[config.mk]
export PLATFORM = sky130hd
export DESIGN_NAME = shift_seq
export DESIGN_NICKNAME = d
export VERILOG_FILES = /design/src/rtl/shift_pkg.sv /design/src/rtl/shift_step.sv /design/src/rtl/shift_seq.sv
export SDC_FILE = /design/constraint.sdc
export NUM_CORES = 1
export LEC_CHECK = 0
export ABC_AREA = 1
export BUFFER_PORTS_ARGS = -buffer_cell sky130_fd_sc_hd__buf_2
export CAP_MARGIN = 20
export CORE_MARGIN = 2
export CORE_UTILIZATION = 54
export CTS_CLUSTER_DIAMETER = 120
export DETAILED_ROUTE_END_ITERATION = 10
export PLACE_DENSITY = 0.79
export RECOVER_POWER = 100
export SLEW_MARGIN = 20
export SYNTH_ARGS = -nofsm -noshare
export SYNTH_HDL_FRONTEND = slang
export SYNTH_HIERARCHICAL = 1
export SYNTH_SLANG_ARGS = --single-unit
[constraint.sdc]
create_clock -name clk -period 5.71 [get_ports clk]
set_input_delay 0.2855 -clock clk [delete_from_list [all_inputs] [get_ports clk]]
set_output_delay 0.2855 -clock clk [all_outputs]
set_load 0.02 [all_outputs]
[src/rtl/shift_pkg.sv]
// rtl/shift_pkg.sv - op encodings, FSM states and step sizing shared by shift_seq
package shift_pkg;

  localparam logic [1:0] SLL   = 2'b00;
  localparam logic [1:0] SRL   = 2'b01;
  localparam logic [1:0] UNDEF = 2'b10;
  localparam logic [1:0] SRA   = 2'b11;

  // Wide enough for the largest per-cycle step (4 in the fast build)
  localparam int STEP_W = 3;

  typedef enum logic [1:0] {
    IDLE  = 2'd0,
    SHIFT = 2'd1,
    DONE  = 2'd2
  } state_t;

endpackage

[src/rtl/shift_step.sv]
// rtl/shift_step.sv - combinational shifter applying one per-cycle step of shift_seq
module shift_step
  import shift_pkg::*;
#(
  parameter int WIDTH = 32
) (
  input  logic [1:0]        i_op,
  input  logic [WIDTH-1:0]  i_data,
  input  logic [STEP_W-1:0] i_amt,
  output logic [WIDTH-1:0]  o_data
);

  always_comb begin
    o_data = '0;
    case (i_op)
      SLL:     o_data = i_data << i_amt;
      SRL:     o_data = i_data >> i_amt;
      SRA:     o_data = $signed(i_data) >>> i_amt;
      default: o_data = '0;
    endcase
  end

endmodule

[src/rtl/shift_seq.sv]
// rtl/shift_seq.sv - multi-cycle sll/srl/sra sequencer; SHIFT_SEQ_FAST4_EN enables 4-bit steps
module shift_seq
  import shift_pkg::*;
#(
  parameter int WIDTH = 32
) (
  input  logic             clk,
  input  logic             reset,
  input  logic             start,
  input  logic [1:0]       ALUOp,
  input  logic [WIDTH-1:0] A,
  input  logic [WIDTH-1:0] B,
  output logic             ready,
  output logic             busy,
  output logic             done,
  output logic [WIDTH-1:0] shiftout
);

  localparam int SHW = $clog2(WIDTH);

  state_t             r_state;
  state_t             w_state_nx;
  logic [SHW-1:0]     r_cnt;
  logic [SHW-1:0]     w_cnt_nx;
  logic [WIDTH-1:0]   r_work;
  logic [WIDTH-1:0]   w_work_nx;
  logic [1:0]         r_op;
  logic [1:0]         w_op_nx;

  logic [SHW-1:0]     w_shamt;
  logic               w_in_shift;
  logic [WIDTH-1:0]   w_src;
  logic [1:0]         w_src_op;
  logic [SHW-1:0]     w_src_cnt;
  logic [STEP_W-1:0]  w_step;
  logic [SHW-1:0]     w_rem;
  logic [WIDTH-1:0]   w_stepped;
  logic               w_unused_b;

  assign w_shamt    = B[SHW-1:0];
  assign w_unused_b = ^B[WIDTH-1:SHW];

  // The accept edge already performs the first step, so done lands max(shamt,1)
  // cycles after accept; during SHIFT the shifter works on the held register.
  assign w_in_shift = (r_state == SHIFT);
  assign w_src      = w_in_shift ? r_work : A;
  assign w_src_op   = w_in_shift ? r_op   : ALUOp;
  assign w_src_cnt  = w_in_shift ? r_cnt  : w_shamt;

`ifdef SHIFT_SEQ_FAST4_EN
  assign w_step = (w_src_cnt >= SHW'(4)) ? STEP_W'(4) : w_src_cnt[STEP_W-1:0];
`else
  assign w_step = STEP_W'(1);
`endif

  assign w_rem = w_src_cnt - SHW'(w_step);

  shift_step #(
    .WIDTH (WIDTH)
  ) u_step (
    .i_op   (w_src_op),
    .i_data (w_src),
    .i_amt  (w_step),
    .o_data (w_stepped)
  );

  always_ff @(posedge clk or posedge reset) begin
    if (reset) begin
      r_state <= IDLE;
      r_cnt   <= '0;
      r_work  <= '0;
      r_op    <= SLL;
    end else begin
      r_state <= w_state_nx;
      r_cnt   <= w_cnt_nx;
      r_work  <= w_work_nx;
      r_op    <= w_op_nx;
    end
  end

  always_comb begin
    w_state_nx = r_state;
    w_cnt_nx   = r_cnt;
    w_work_nx  = r_work;
    w_op_nx    = r_op;
    case (r_state)
      IDLE, DONE: begin
        if (start) begin
          w_op_nx = ALUOp;
          if (ALUOp == UNDEF) begin
            w_work_nx  = '0;
            w_cnt_nx   = '0;
            w_state_nx = DONE;
          end else if (w_shamt == '0) begin
            w_work_nx  = A;
            w_cnt_nx   = '0;
            w_state_nx = DONE;
          end else begin
            w_work_nx  = w_stepped;
            w_cnt_nx   = w_rem;
            w_state_nx = (w_rem == '0) ? DONE : SHIFT;
          end
        end else if (r_state == DONE) begin
          w_state_nx = IDLE;
        end
      end
      SHIFT: begin
        w_work_nx = w_stepped;
        w_cnt_nx  = w_rem;
        if (w_rem == '0) begin
          w_state_nx = DONE;
        end
      end
      default: w_state_nx = IDLE;
    endcase
  end

  assign ready    = (r_state == IDLE) || (r_state == DONE);
  assign busy     = (r_state == SHIFT);
  assign done     = (r_state == DONE);
  assign shiftout = r_work;

endmodule
# == Word level (Yosys, flattened, before mapping) ==
# Index checks and enable logic that the tools add are counted.
# totals
regBits,41
inputBits,69
output_inout_bits,35
wordCells,42
# op_classes
add_sub_neg,1
eq_ne,8
muxes,19
n_reduce_logical,10
# ops
cell,count
2-to-1 mux 32 bit,4
one-hot mux 32 bit (3 select lines),1
one-hot mux 32 bit (2 select lines),1
2-to-1 mux 5 bit,4
2-to-1 mux 2 bit,7
zero test 5 bit,2
one-hot mux 5 bit (2 select lines),1
== test 2 bit (second input constant),3
AND reduction 2 bit,3
subtractor 5 x 1 -> 5 bit (second input constant),1
== test 2 x 1 -> 1 bit (second input constant),2
zero test 2 bit,2
one-hot mux 2 bit (2 select lines),1
inequality test 3 bit (second input constant),1
inequality test 2 x 1 -> 1 bit (second input constant),1
inequality test 2 bit (second input constant),1
nonzero test 2 bit,1
OR reduction 2 bit,1
logical OR 1 bit,1

# == Depth between registers and ports, before layout ==
# Gate-level depths: netlist (run 1).
# depth
word_depth,9
depth_mapped,17
mapped_depth_nobuf,14

# == By module ==
# The synthesis (run 1) kept the hierarchy.
# modules_own_cells
mod,n_inst,cells_per_inst,area_each_um2,seq_area_each_um2
shift_seq,1,346,2514.9,1026.0
shift_step,1,455,2218.4,0.0

# == Worst setup path after synthesis (run 1) ==
# Ideal clock, no wire load.
# synth_path
path_type,register -> register
start,reg r_state[1]
end,"reg r_work[25], in the netlist shiftout[25]"
setup_ns,0.133
t_arrival_ns,2.161
required_time_ns,5.577
path_slack_ns,3.416
path_stages_with_launch,17
path_buffers,4
period_less_slack_ns,2.294
path_cell_list,dfrtp_1 > inv_2 > nand2_4 > buf_6 > buf_2 > buf_4 > o21ai_0 > inv_1 > nand2_2 > nor2_4 > buf_6 > nand3_1 > nand2_1 > inv_1 > nand3_1 > o21ai_0 > o22ai_1
# synth_between
elab_chain_len,8
elab_cells_between_ends,17
classes_between,eq/ne (5); mux (7); reduce/logical (5)
# synth_lines
element,line,rtl
start: declaration,shift_seq.sv:21,state_t r_state;
start signal: assignment,shift_seq.sv:74,r_state <= w_state_nx;
== test 2 x 1 -> 1 bit (*),shift_seq.sv:45,assign w_in_shift = (r_state == SHIFT);
2-to-1 mux 2 bit (*),shift_seq.sv:47,assign w_src_op = w_in_shift ? r_op : ALUOp;
named net w_src_op[1],shift_seq.sv:33,logic [1:0] w_src_op;
"== test 2 bit, or another cell as far along",shift_step.sv:15,case (i_op)
one-hot mux 32 bit (3 select lines) (*),shift_step.sv:15,
named net w_stepped[25],shift_seq.sv:37,logic [WIDTH-1:0] w_stepped;
2-to-1 mux 32 bit,shift_seq.sv:94,end else if (w_shamt == '0) begin
2-to-1 mux 32 bit,shift_seq.sv:90,if (ALUOp == UNDEF) begin
2-to-1 mux 32 bit,shift_seq.sv:88,if (start) begin
one-hot mux 32 bit (2 select lines) (*),shift_seq.sv:86,case (r_state)
end signal: assignment,shift_seq.sv:76,r_work <= w_work_nx;
end: declaration,shift_seq.sv:25,logic [WIDTH-1:0] r_work;
# The timed path passes the listed nets; every way through them passes the cells marked *. The select of a mux whose other input is x is not followed.
# A chain may end at the register's enable or synchronous reset.

# == Worst setup path in the final report (run 1) ==
# layout_path
start,reg r_state[0]
end,"reg r_work[11], in the netlist shiftout[11]"
# The elaborated chain is that of the path after synthesis.

==> out/results.md, run 1 <==
## Run status
- complete, but fails checks — outcome
- max-capacitance violations, max-slew violations — violations in the final reports

## Detailed routing
- 750 — Detailed Route Iter0 Violations
- 15100 µm — Total Routed Length
- 5859 — overall via count from detail_route
- 0 — number of design rule violations left after detail routing
- 6.21 — post-DR vias/cell
- 5 — DRT Pass-1 Iters
- 16.0 µm — routed length per placed instance
- 0 — antenna viol nets, final

## Cells and area
- 905 — post-layout net count
- 882 — number of fill cells
- 5.31% — synthesis-to-finish area growth
- 4980 µm² — final non-filler cell area
- 0 — antenna cells
- 0.580 — fin util
- 0.0862 — fraction of layout instances using a drive strength above 1

## Worst setup path
- 3.45 ns — Crit path arrival time
- r_state[0] — worst flop-to-flop path startpoint
- shiftout[11] — worst reg2reg endpoint
- 2.48 ns — internal reg-to-reg setup slack
- nand2_4 > o21ai_0 > inv_1 > nand2_1 > nor2_4 > nand3_1 > nand4_1 > o21ai_0 > o22ai_1 — cell-by-cell listing of the critical path
- r_state[0] — origin of the worst setup path
- 1 — total buffers and inverters traversed by the critical path
- 9 — worst-case reg-to-reg path depth
- flip-flop to flip-flop — type of the worst setup path
- 9 — CP Depth
- 5.93 ns — endpoint required time on the critical path
- flip-flop — nature of the critical path endpoint
- o21ai_0 — most frequent cell on the critical path
- 76 — Max FO, Critical Path
- 0.65 ns — Worst path max stage delay
- nor2_4 — standard cell with the maximum stage delay on the critical path
- simple AND/OR/NAND/NOR gates — category of cells accounting for the largest share of critical-path delay
- shiftout[11] — worst setup path endpoint
- flip-flop — critical path startpoint category

## Timing
- false — unrepaired setup endpoints after global routing
- 2.34 ns — worst slew pin tran
- 0.236 ns — worst hold-check slack
- 3.23 ns — final critical-path required period
- 0.566 — final worst-path cycle share
- 0.0106 ns — Post-Route Skew
- -0.557 — Rel. slew slack
- 0 — Hold Vio Cnt, Final
- 0 — total setup violations reported at the end of the flow
- 42 — total count of max-transition violations in the final report
- 0 ns — Setup TNS
- 310 MHz — top achievable clock speed

## Synth
- 0 — number of enable flip-flop cells after synthesis
- dfrtp_1 (22%), nand3_1 (21%), nand2_1 (17%), o21ai_0 (6.9%), inv_1 (5.1%) — dominant cells by area after synthesis
- 33 — Cell variety after synth
- 6 — total number of yosys warnings
- 41 — number of synthesized register bits
- dfrtp_1 — post-synthesis cell type with the largest combined area
- 4730 µm² — post-synth design cell area
- 0.217 — area fraction of the dominant cell type after synthesis
- 801 — cells after synthesis
- dfrtp_1 — Most used DFF post-synth
- 5.91 µm² — synthesized area divided by synthesized cell count
- 0.217 — Seq/Total Area, Yosys
- 1.00 — fraction of synthesis flops using an asynchronous set or reset pin

## Global route
- 0 — number of antenna violations at the first check in global routing
- 5149 — via count of the first global-routing pass
- 0.311 — gr usage total
- 77 — pin count of the biggest net entering global routing
- 0 — overflow left after global routing
- 24800 µm — global-route wire length before repair

## Job
- 1 — Max-Cap Viols

## Floorplan
- 9530 µm² — full die area
- 97.6 µm — DIE WIDTH
- 34 — Placement Rows
- 97.6 µm — Die Span Y
- 0.551 — effective utilization at floorplan
- 104 — num ports
- 8590 µm² — placeable core area

## Pwr
- 0.295 mV — Peak VDD IR
- 524 nW/µm² — cell area power density
- 0.00110 W — internal power consumption
- 0.00151 W — reported net switching power
- 2.39 nW — static power due to leakage
- 0.184 — sequential cell fraction of total power
- 0.096 — clock share of power
- 0.579 — Switching Share
- 0.720 — share of power burned in combinational logic

## CTS
- 0.31 ns — Skew-Pair Late Insertion Delay
- 0 — number of gates resized after cts
- 0.10 ns — CTS clk-pin slew, worst paths
- clkbuf_8 — CTS Root Buffer Type
- 41 — TritonCTS Sinks
- 5 — number of buffers created by CTS
- built — TritonCTS clock tree
- 2 — level count of the clock H-tree
- 0 — number of post-CTS setup repair buffers
- 0 — number of hold-repair buffers added at the cts stage
- 2 — Longest Clk Path Bufs

## Placed design
- 10600 µm — HPWL after detailed placement
- 4930 µm² — Placement Cell Area
- 1.02 — final estimated routing congestion in global placement
- 76 — number of port buffers

## Min path
- input port to flip-flop — worst hold-check path type
- ALUOp[1] — worst hold start

kinds of logic after synthesis:
| logic type | after synthesis | share of synthesized area |
|---|---|---|
| AND/OR/NAND/NOR | 471 | 0.464 |
| AO/OA/AOI/OAI | 157 | 0.181 |
| other | 2 | 0.00159 |
| adder cells (fa/ha/maj) | 2 | 0.00529 |
| flip-flops | 41 | 0.217 |
| buffers and inverters | 128 | 0.132 |
layout by cell type (no fill, tap or decap):
cell type	Yosys	routed
nand2_1	211	214
nand3_1	195	195
o21ai_0	65	70
inv_1	64	65
buf_2	23	42
dfrtp_1	41	41
a21oi_1	40	40
clkbuf_1	11	36
o22ai_1	33	33
nand4_1	23	23
and2_1	14	14
nor2_1	8	9
conb_1	2	6
clkbuf_8	0	5
inv_2	5	4
nand2_2	7	4
o211ai_1	4	4
o21ai_1	8	3
a21oi_2	3	3
buf_4	13	3
nor3_1	2	2
nor2_2	2	2
nand3_2	2	2
nand3b_1	2	2
a31oi_1	2	2
ha_1	2	2
nor2_4	3	2
nand2_4	1	1
a22oi_1	1	1
bufinv_16	0	1
clkinv_4	0	1
nor2_8	1	1
o21a_1	1	1
clkinv_2	1	1
worst reg2reg max path: stages, from the launching register on:
cell and delay [ns]:
dfrtp_1 0.50, nand2_4 0.55, o21ai_0 0.37, inv_1 0.19
nand2_1 0.19, nor2_4 0.65, nand3_1 0.24, nand4_1 0.18
o21ai_0 0.11, o22ai_1 0.16
power groups by stage:
stage / Clock, W / Combinational, W / Sequential [W]
final: 0.000252 / 0.00188 / 0.000481
after global routing: 0.000267 / 0.00208 / 0.000494
after CTS: 0.000252 / 0.00181 / 0.000479
after detailed placement: 0 / 0.00181 / 0.000485
after global placement: 0 / 0.00177 / 0.000478
after floorplan: 0 / 0.00138 / 0.000573
per-layer routing:
layer | vias up | routed length [µm] | global-route usage
met5 | - | 0 | 0
met4 | 0 | 529 | 0.120
met3 | 43 | 1320 | 0.0302
met2 | 309 | 6700 | 0.465
met1 | 2707 | 6530 | 0.460
li1 | 2800 | - | -
cell type report:
| class | instances | area (µm²) | area share |
|---|---|---|---|
| clock inverters | 2 | 38.8 | 0.00778 |
| multi-input cells | 636 | 3080 | 0.619 |
| inverters | 70 | 264 | 0.0530 |
| well taps | 108 | 135 | 0.0271 |
| clock buffers | 6 | 72.6 | 0.0146 |
| repair buffers | 80 | 364 | 0.0730 |
| flip-flops and latches | 41 | 1030 | 0.206 |
how the worst min path moves through the flow:
stage | slack (ns) | to | cells past startpoint
finish | 0.24 | r_op[1] | 3
global placement | 0.45 | shiftout[12] | 3
floorplan | 0.41 | r_op[1] | 2
CTS | 0.12 | shiftout[12] | 3
global route | 0.26 | r_op[1] | 3
detailed placement | 0.45 | shiftout[12] | 3
Yosys cell counts, types with 11 or more instances:
master / n
nand3_1: 195
clkbuf_1: 11
and2_1: 14
buf_2: 23
a21oi_1: 40
nand4_1: 23
buf_4: 13
inv_1: 64
dfrtp_1: 41
nand2_1: 211
o21ai_0: 65
o22ai_1: 33
flip-flops by register name, summed over array words and instances, names as in the netlist:
signal    cells
r_op          2
shiftout     32
r_cnt         5
r_state       2
per-stage QoR:
step | setup WS, ns | power, W | instances
floorplan | 3.42 | 0.00195 | 805
global placement | 2.69 | 0.00225 | 935
detailed placement | 2.66 | 0.00229 | 935
CTS | 2.64 | 0.00255 | 943
global route | 2.25 | 0.00284 | 943
finish | 2.48 | 0.00261 | 943
Power figures use the tool's default switching activity.
==> run 2, diff against run 1 <==
--- a/config.mk
+++ b/config.mk
@@ -5,14 +5,14 @@
 export SDC_FILE = /design/constraint.sdc
 export NUM_CORES = 1
 export LEC_CHECK = 0
-export ABC_AREA = 1
+export ABC_AREA = 0
 export BUFFER_PORTS_ARGS = -buffer_cell sky130_fd_sc_hd__buf_2
 export CAP_MARGIN = 20
 export CORE_MARGIN = 2
 export CORE_UTILIZATION = 54
 export CTS_CLUSTER_DIAMETER = 120
 export DETAILED_ROUTE_END_ITERATION = 10
-export PLACE_DENSITY = 0.79
+export PLACE_DENSITY = 0.8
 export RECOVER_POWER = 100
 export SLEW_MARGIN = 20
 export SYNTH_ARGS = -nofsm -noshare
==> constraint.sdc (replaced) <==
create_clock -name clk -period 3.3 [get_ports clk]
set_input_delay 0.165 -clock clk [delete_from_list [all_inputs] [get_ports clk]]
set_output_delay 0.165 -clock clk [all_outputs]
set_load 0.02 [all_outputs]
==> run 2 against run 1 <==
The flow now finishes without violations. First-iteration DRC count decreased by 41%. Non-clock buffer count is 7 higher. Critical path depth up 1. Setup slack lost 2.1 ns. Final cell count down 21%. Critical path type unchanged. Largest cell class unchanged.
==> out/results.md, run 2 <==
## Floorplan
- 96.9 µm — Die Span Y, -0.73%
- 9390 µm² — full die area, -1.4%
- 33 — Placement Rows, -2.9%
- 8300 µm² — placeable core area, -3.4%
- 96.9 µm — DIE WIDTH, -0.73%
- 104 — num ports, unchanged
- 0.562 — effective utilization at floorplan, +0.0109

## CTS
- 0.10 ns — CTS clk-pin slew, worst paths, about the same
- 0 — number of post-CTS setup repair buffers, unchanged
- 5 — number of buffers created by CTS, unchanged
- 0 — number of gates resized after cts, unchanged
- built — TritonCTS clock tree
- clkbuf_8 — CTS Root Buffer Type
- 2 — level count of the clock H-tree, unchanged
- 41 — TritonCTS Sinks, unchanged
- 2 — Longest Clk Path Bufs, unchanged
- 0.31 ns — Skew-Pair Late Insertion Delay, about the same

## Synth
- 6 — total number of yosys warnings, unchanged
- 7.80 µm² — synthesized area divided by synthesized cell count, +32%
- 0.220 — area fraction of the dominant cell type after synthesis, +0.00332
- 0.220 — Seq/Total Area, Yosys, +0.00332
- 4660 µm² — post-synth design cell area, -1.5%
- nand2_1 — library cell with the highest instance count after synthesis
- dfrtp_1 (22%), mux2i_1 (13%), nand2_1 (13%), mux4_2 (8.7%), a32oi_1 (6.0%) — dominant cells by area after synthesis
- nand2_1 (164), mux2i_1 (62), dfrtp_1 (41), o21ai_1 (38), nor2_1 (34) — Synth top cells by count
- 598 — cells after synthesis, -25%
- 1.00 — fraction of synthesis flops using an asynchronous set or reset pin, unchanged
- dfrtp_1 — Most used DFF post-synth
- 52 — Cell variety after synth, +58%
- 41 — number of synthesized register bits, unchanged
- dfrtp_1 — post-synthesis cell type with the largest combined area
- 0 — number of enable flip-flop cells after synthesis, unchanged

## Worst setup path
- 15 — Max FO, Critical Path, -80%
- 3.13 ns — Crit path arrival time, -0.32 ns
- flip-flop — critical path startpoint category
- flip-flop to flip-flop — type of the worst setup path
- 3.54 ns — endpoint required time on the critical path, -2.39 ns
- flip-flop — nature of the critical path endpoint

## Placed design
- 76 — number of port buffers, unchanged
- 9680 µm — HPWL after detailed placement, -8.7%
- 0.909 — final estimated routing congestion in global placement, -10%
- 0.649 ns — pre-CTS setup slack, -2.02 ns

## Global route
- 0 — number of antenna violations at the first check in global routing, unchanged
- 0 — overflow left after global routing, unchanged
- 22800 µm — global-route wire length before repair, -8.2%
- 0.285 — gr usage total, -0.0254
- 73 — pin count of the biggest net entering global routing, -5.2%
- 4534 — via count of the first global-routing pass, -12%

## Timing
- 347 MHz — top achievable clock speed, +12%
- 0.302 — Rel. slew slack, +0.859
- 0 — total count of max-transition violations in the final report, -100%
- 0.873 — final worst-path cycle share, +0.308
- false — unrepaired setup endpoints after global routing
- 0 — Hold Vio Cnt, Final, unchanged
- 1.05 ns — worst slew pin tran, -1.29 ns
- 0.418 ns — final setup slack of the worst path, -2.06 ns
- 2.88 ns — final critical-path required period, -0.348 ns
- 0.0983 ns — worst hold-check slack, -0.138 ns
- 0 ns — Setup TNS, unchanged
- 0 — total setup violations reported at the end of the flow, unchanged
- 0.0140 ns — Post-Route Skew, +0.00338 ns

## Min path
- input port to flip-flop — worst hold-check path type

## Cells and area
- 709 — post-layout net count, -22%
- nand2_1 — most common cell after layout, fill and taps aside
- 8.11% — synthesis-to-finish area growth
- nand2_1 (164), mux2i_1 (62), buf_2 (42) — top library cells by usage in the layout, fill and taps aside
- 0 — antenna cells, unchanged
- 0.153 — fraction of layout instances using a drive strength above 1, +0.0671
- 32 — number of flip-flops in the largest register, unchanged

## Detailed routing
- 18.3 µm — routed length per placed instance, +14%
- 4845 — overall via count from detail_route, -17%
- 6.51 — post-DR vias/cell, +4.8%
- 0 — number of design rule violations left after detail routing, unchanged
- 13600 µm — Total Routed Length, -9.9%
- 0 — antenna viol nets, final, unchanged
- 5 — DRT Pass-1 Iters, unchanged
- 439 — Detailed Route Iter0 Violations, -41%

## Pwr
- 0.430 mV — Peak VDD IR, +46%
- 0.00465 W — total chip power, +78%
- 923 nW/µm² — cell area power density, +76%
- 2.23 nW — static power due to leakage, -6.4%

## Job
- 0 — Max-Cap Viols, -1

## Run status
- completed — outcome

-- run 2: cell types whose count changed in the layout (fill, tap and decap cells not counted), sizes merged, moves of 18 or more --
cell / change
mux2i: +62
inv: -59
mux4: +18
nor2: +20
a22oi: +23
nand4: -22
o22ai: -32
nand3: -188
a32oi: +32
o21ai: -27
a21oi: -31
nand2: -55
-- run 2: per-layer routing --
layer	global-route usage	vias to the layer above	routed length (µm)	share of wire
met5	0	-	0	0
li1	-	2274	-	-
met2	0.447	246	6410	0.47
met1	0.406	2309	5950	0.44
met3	0.0405	16	984	0.072
met4	0.0943	0	249	0.018
-- run 2: per-stage QoR --
step	util	std cells	area [µm²]
after floorplan	-	600	4670
after CTS	0.614	744	5090
after global placement	0.601	735	4990
after detailed placement	0.602	735	4990
final	0.607	744	5040
after global routing	0.607	744	5040
-- run 2: report_power, final --
group          total (W)  internal (W)  switching (W)
clock           0.000362      0.000151       0.000211
sequential      0.000836      0.000692       0.000143
combinational    0.00345       0.00122        0.00224
-- run 2: path summary, 6_finish.rpt --
kind | start | to | slack, ns | cells past startpoint
setup / recovery | r_state[1] | shiftout[25] | 0.42 | 10
hold / removal | ALUOp[0] | r_op[0] | 0.1 | 3
setup reg to reg | r_state[1] | shiftout[25] | 0.42 | 10
hold reg to reg | r_op[1] | r_op[1] | 0.49 | 2
max in group asynchronous | reset | r_op[1] | 2.38 | 4
min in group asynchronous | reset | shiftout[20] | 0.53 | 4
-- run 2: timing repair --
action,CTS,global route
endpoints found under the hold margin,10,0
setup endpoints to repair,0,0
hold buffers,1,0
-- run 2: final cells by class --
type	instances	area, µm²
multi-input combinational	494	3340
sequential	41	1030
inverter	9	33.8
clock inverter	3	21.3
fill	772	3260
timing repair buffer	87	423
clock buffer	5	68.8
tap	105	131
-- run 2: critical path: stages (launching register included) --
cell and delay, ns:
dfrtp_1 0.39, nand2b_2 0.26, inv_1 0.40, buf_4 0.31, nand2_1 0.07, nand2_1 0.17, mux2i_1 0.19, mux4_2 0.50
o21ai_0 0.30, a32oi_1 0.10, o21ai_1 0.12
-- run 2: logic make-up after synthesis --
family	Yosys count	share of synthesized area
AO/OA/AOI/OAI	155	0.235
XOR/XNOR	3	0.00564
adder cells (fa/ha/maj)	2	0.00537
buffers and inverters	65	0.0684
flip-flops	41	0.220
multiplexers	94	0.254
other	2	0.00161
AND/OR/NAND/NOR	236	0.210
==> run 3, diff against run 2 <==
--- a/config.mk
+++ b/config.mk
@@ -13,7 +13,7 @@
 export CTS_CLUSTER_DIAMETER = 120
 export DETAILED_ROUTE_END_ITERATION = 10
 export PLACE_DENSITY = 0.8
-export RECOVER_POWER = 100
+export RECOVER_POWER = 50
 export SLEW_MARGIN = 20
 export SYNTH_ARGS = -nofsm -noshare
 export SYNTH_HDL_FRONTEND = slang
==> run 3 against run 2 <==
Design area rose by 0.62%. Fmax is 5.9% higher. Die area unchanged. First-iteration DRC count shrank 5.2%. Sequential share of layout area shrank 0.13 points. Core utilization up 0.38 points. Clock skew is 0.0036 ns lower. Non-clock buffer count did not move. Worst hold slack hardly changed. Final cell count unchanged. Routed wire length decreased by 0.13%. Largest power group unchanged.
==> out/results.md, run 3 (synthesis results as in run 2) <==
## CTS
- 0.31 ns — Skew-Pair Late Insertion Delay, about the same
- built — TritonCTS clock tree
- 5 — number of buffers created by CTS, unchanged
- 2 — level count of the clock H-tree, unchanged
- 0.09 ns — CTS clk-pin slew, worst paths, about the same
- 0 — number of post-CTS setup repair buffers, unchanged
- 41 — TritonCTS Sinks, unchanged
- 2 — Longest Clk Path Bufs, unchanged
- clkbuf_8 — CTS Root Buffer Type

## Worst setup path
- mux4_2 — standard cell with the maximum stage delay on the critical path
- nand2b_2 > inv_2 > buf_4 > nand2_1 > nand2_1 > mux4_2 > a22o_1 > a221o_1 > a32oi_1 > o21ai_1 — cell-by-cell listing of the critical path
- 14 — Max FO, Critical Path, -1
- flip-flop to flip-flop — type of the worst setup path
- flip-flop — critical path startpoint category
- 0.58 ns — internal reg-to-reg setup slack, +0.16 ns
- 3.48 ns — endpoint required time on the critical path, -0.06 ns
- 0.52 ns — Worst path max stage delay, +0.02 ns
- nand2_1 — most frequent cell on the critical path
- compound AO/OA/AOI/OAI gates — category of cells accounting for the largest share of critical-path delay
- 2.90 ns — Crit path arrival time, -0.23 ns
- 2 — total buffers and inverters traversed by the critical path, unchanged
- flip-flop — nature of the critical path endpoint

## Global route
- 0.406 — met1 Track Usage GR, unchanged
- 0.447 — met2 Usage GRT, unchanged
- 0.0405 — met3 routing resource usage after global routing, unchanged
- 0 — number of antenna violations at the first check in global routing, unchanged
- 73 — pin count of the biggest net entering global routing, unchanged
- 0 — overflow left after global routing, unchanged
- 4534 — via count of the first global-routing pass, unchanged
- met2 — GRT busiest layer
- 22800 µm — global-route wire length before repair, unchanged
- 0.285 — gr usage total, unchanged

## Detailed routing
- 13600 µm — Total Routed Length, -0.13%
- 416 — Detailed Route Iter0 Violations, -5.2%
- 0 — antenna viol nets, final, unchanged
- 6.51 — post-DR vias/cell, about the same
- 4846 — overall via count from detail_route, +0.021%
- 6 — DRT Pass-1 Iters, +1
- 0 — number of design rule violations left after detail routing, unchanged
- 18.2 µm — routed length per placed instance, -0.13%

## Timing
- 0 — total setup violations reported at the end of the flow, unchanged
- 0 — Hold Vio Cnt, Final, unchanged
- 368 MHz — top achievable clock speed, +5.9%
- false — unrepaired setup endpoints after global routing
- 0.818 ns — worst slew pin tran, -0.228 ns
- 0 ns — Setup TNS, unchanged
- 0 — total count of max-transition violations in the final report, unchanged
- 2.72 ns — final critical-path required period, -0.161 ns
- 0.824 — final worst-path cycle share, -0.0488
- 0.453 — Rel. slew slack, +0.151
- 0.0104 ns — Post-Route Skew, -0.00361 ns
- 0.580 ns — final setup slack of the worst path, +0.161 ns

## Floorplan
- 104 — num ports, unchanged
- 33 — Placement Rows, unchanged
- 8300 µm² — placeable core area, unchanged
- 96.9 µm — DIE WIDTH, unchanged
- 9390 µm² — full die area, unchanged
- 0.562 — effective utilization at floorplan, unchanged
- 96.9 µm — Die Span Y, unchanged

## Cells and area
- 709 — post-layout net count, unchanged
- 755 — number of fill cells, -2.2%
- 8.78% — synthesis-to-finish area growth
- 1030 µm² — Sequential Area, unchanged
- nand2_1 (164), mux2i_1 (62), buf_2 (59) — top library cells by usage in the layout, fill and taps aside
- 0 — antenna cells, unchanged
- 0.183 — fraction of layout instances using a drive strength above 1, +0.0297
- 32 — number of flip-flops in the largest register, unchanged
- nand2_1 — most common cell after layout, fill and taps aside
- 3350 µm² — total area of multi-input combinational cells, +0.30%

## Job
- 0 — Max-Cap Viols, unchanged

## Min path
- input port to flip-flop — worst hold-check path type

## Pwr
- 931 nW/µm² — cell area power density, +0.87%
- 2.30 nW — static power due to leakage, +3.0%
- 0.457 mV — Peak VDD IR, +6.2%

## Placed design
- 0.649 ns — pre-CTS setup slack, unchanged
- 0.909 — final estimated routing congestion in global placement, unchanged
- 9680 µm — HPWL after detailed placement, unchanged
- 76 — number of port buffers, unchanged

## Run status
- completed — outcome

-- run 3: cell types whose count changed in the layout (fill, tap and decap cells not counted), moves of 17 or more --
cell | before | now
o21ai_0 | 37 | 8
o21ai_1 | 9 | 38
buf_2 | 42 | 59
clkbuf_1 | 34 | 17
-- run 3: layout make-up --
cell class	instances	share of cell area
flip-flops and latches	41	0.202
clock inverters	3	0.00419
multi-input cells	494	0.660
well taps	105	0.0259
repair buffers	87	0.0876
clock buffers	5	0.0136
inverters	9	0.00666
-- run 3: path summary, 6_finish.rpt --
kind                       startpoint  cells past startpoint           end
setup / recovery           r_state[0]                     10  shiftout[13]
hold / removal               ALUOp[0]                      3       r_op[0]
setup reg to reg           r_state[0]                     10  shiftout[13]
hold reg to reg               r_op[1]                      2       r_op[1]
max in group asynchronous       reset                      4  shiftout[11]
min in group asynchronous       reset                      4  shiftout[20]
-- run 3: routing by layer --
| layer | share of wire | vias up | wire length [µm] |
|---|---|---|---|
| met1 | 0.44 | 2328 | 5960 |
| met2 | 0.47 | 224 | 6340 |
| met5 | 0 | - | 0 |
| met3 | 0.075 | 16 | 1020 |
| li1 | - | 2278 | - |
| met4 | 0.018 | 0 | 248 |
-- run 3: worst min-delay path, delay by kind of cell --
kind / cells / cell delay, ns
buffers and inverters: 1 / 0.10
AND/OR/NAND/NOR: 2 / 0.10
-- run 3: per-stage QoR --
step                      power (W)  cell area [µm²]  utilization  hold slack, ns  cells
after floorplan             0.00347             4670            -           0.270    600
after CTS                   0.00463             5090        0.614          0.0828    744
final                       0.00472             5070        0.611          0.0978    744
after detailed placement    0.00425             4990        0.602           0.338    735
after global routing        0.00511             5070        0.611           0.101    744
after global placement      0.00416             4990        0.601           0.329    735
-- run 3: repair_timing --
action,4_1_cts,5_1_grt
resized for setup,0,0
hold buffers,1,0
hold endpoints to repair,10,0
-- run 3: report_power, final --
group          total [W]  switching, W  internal [W]
registers       0.000832      0.000140      0.000692
clock network   0.000357      0.000207      0.000151
logic            0.00353       0.00227       0.00126
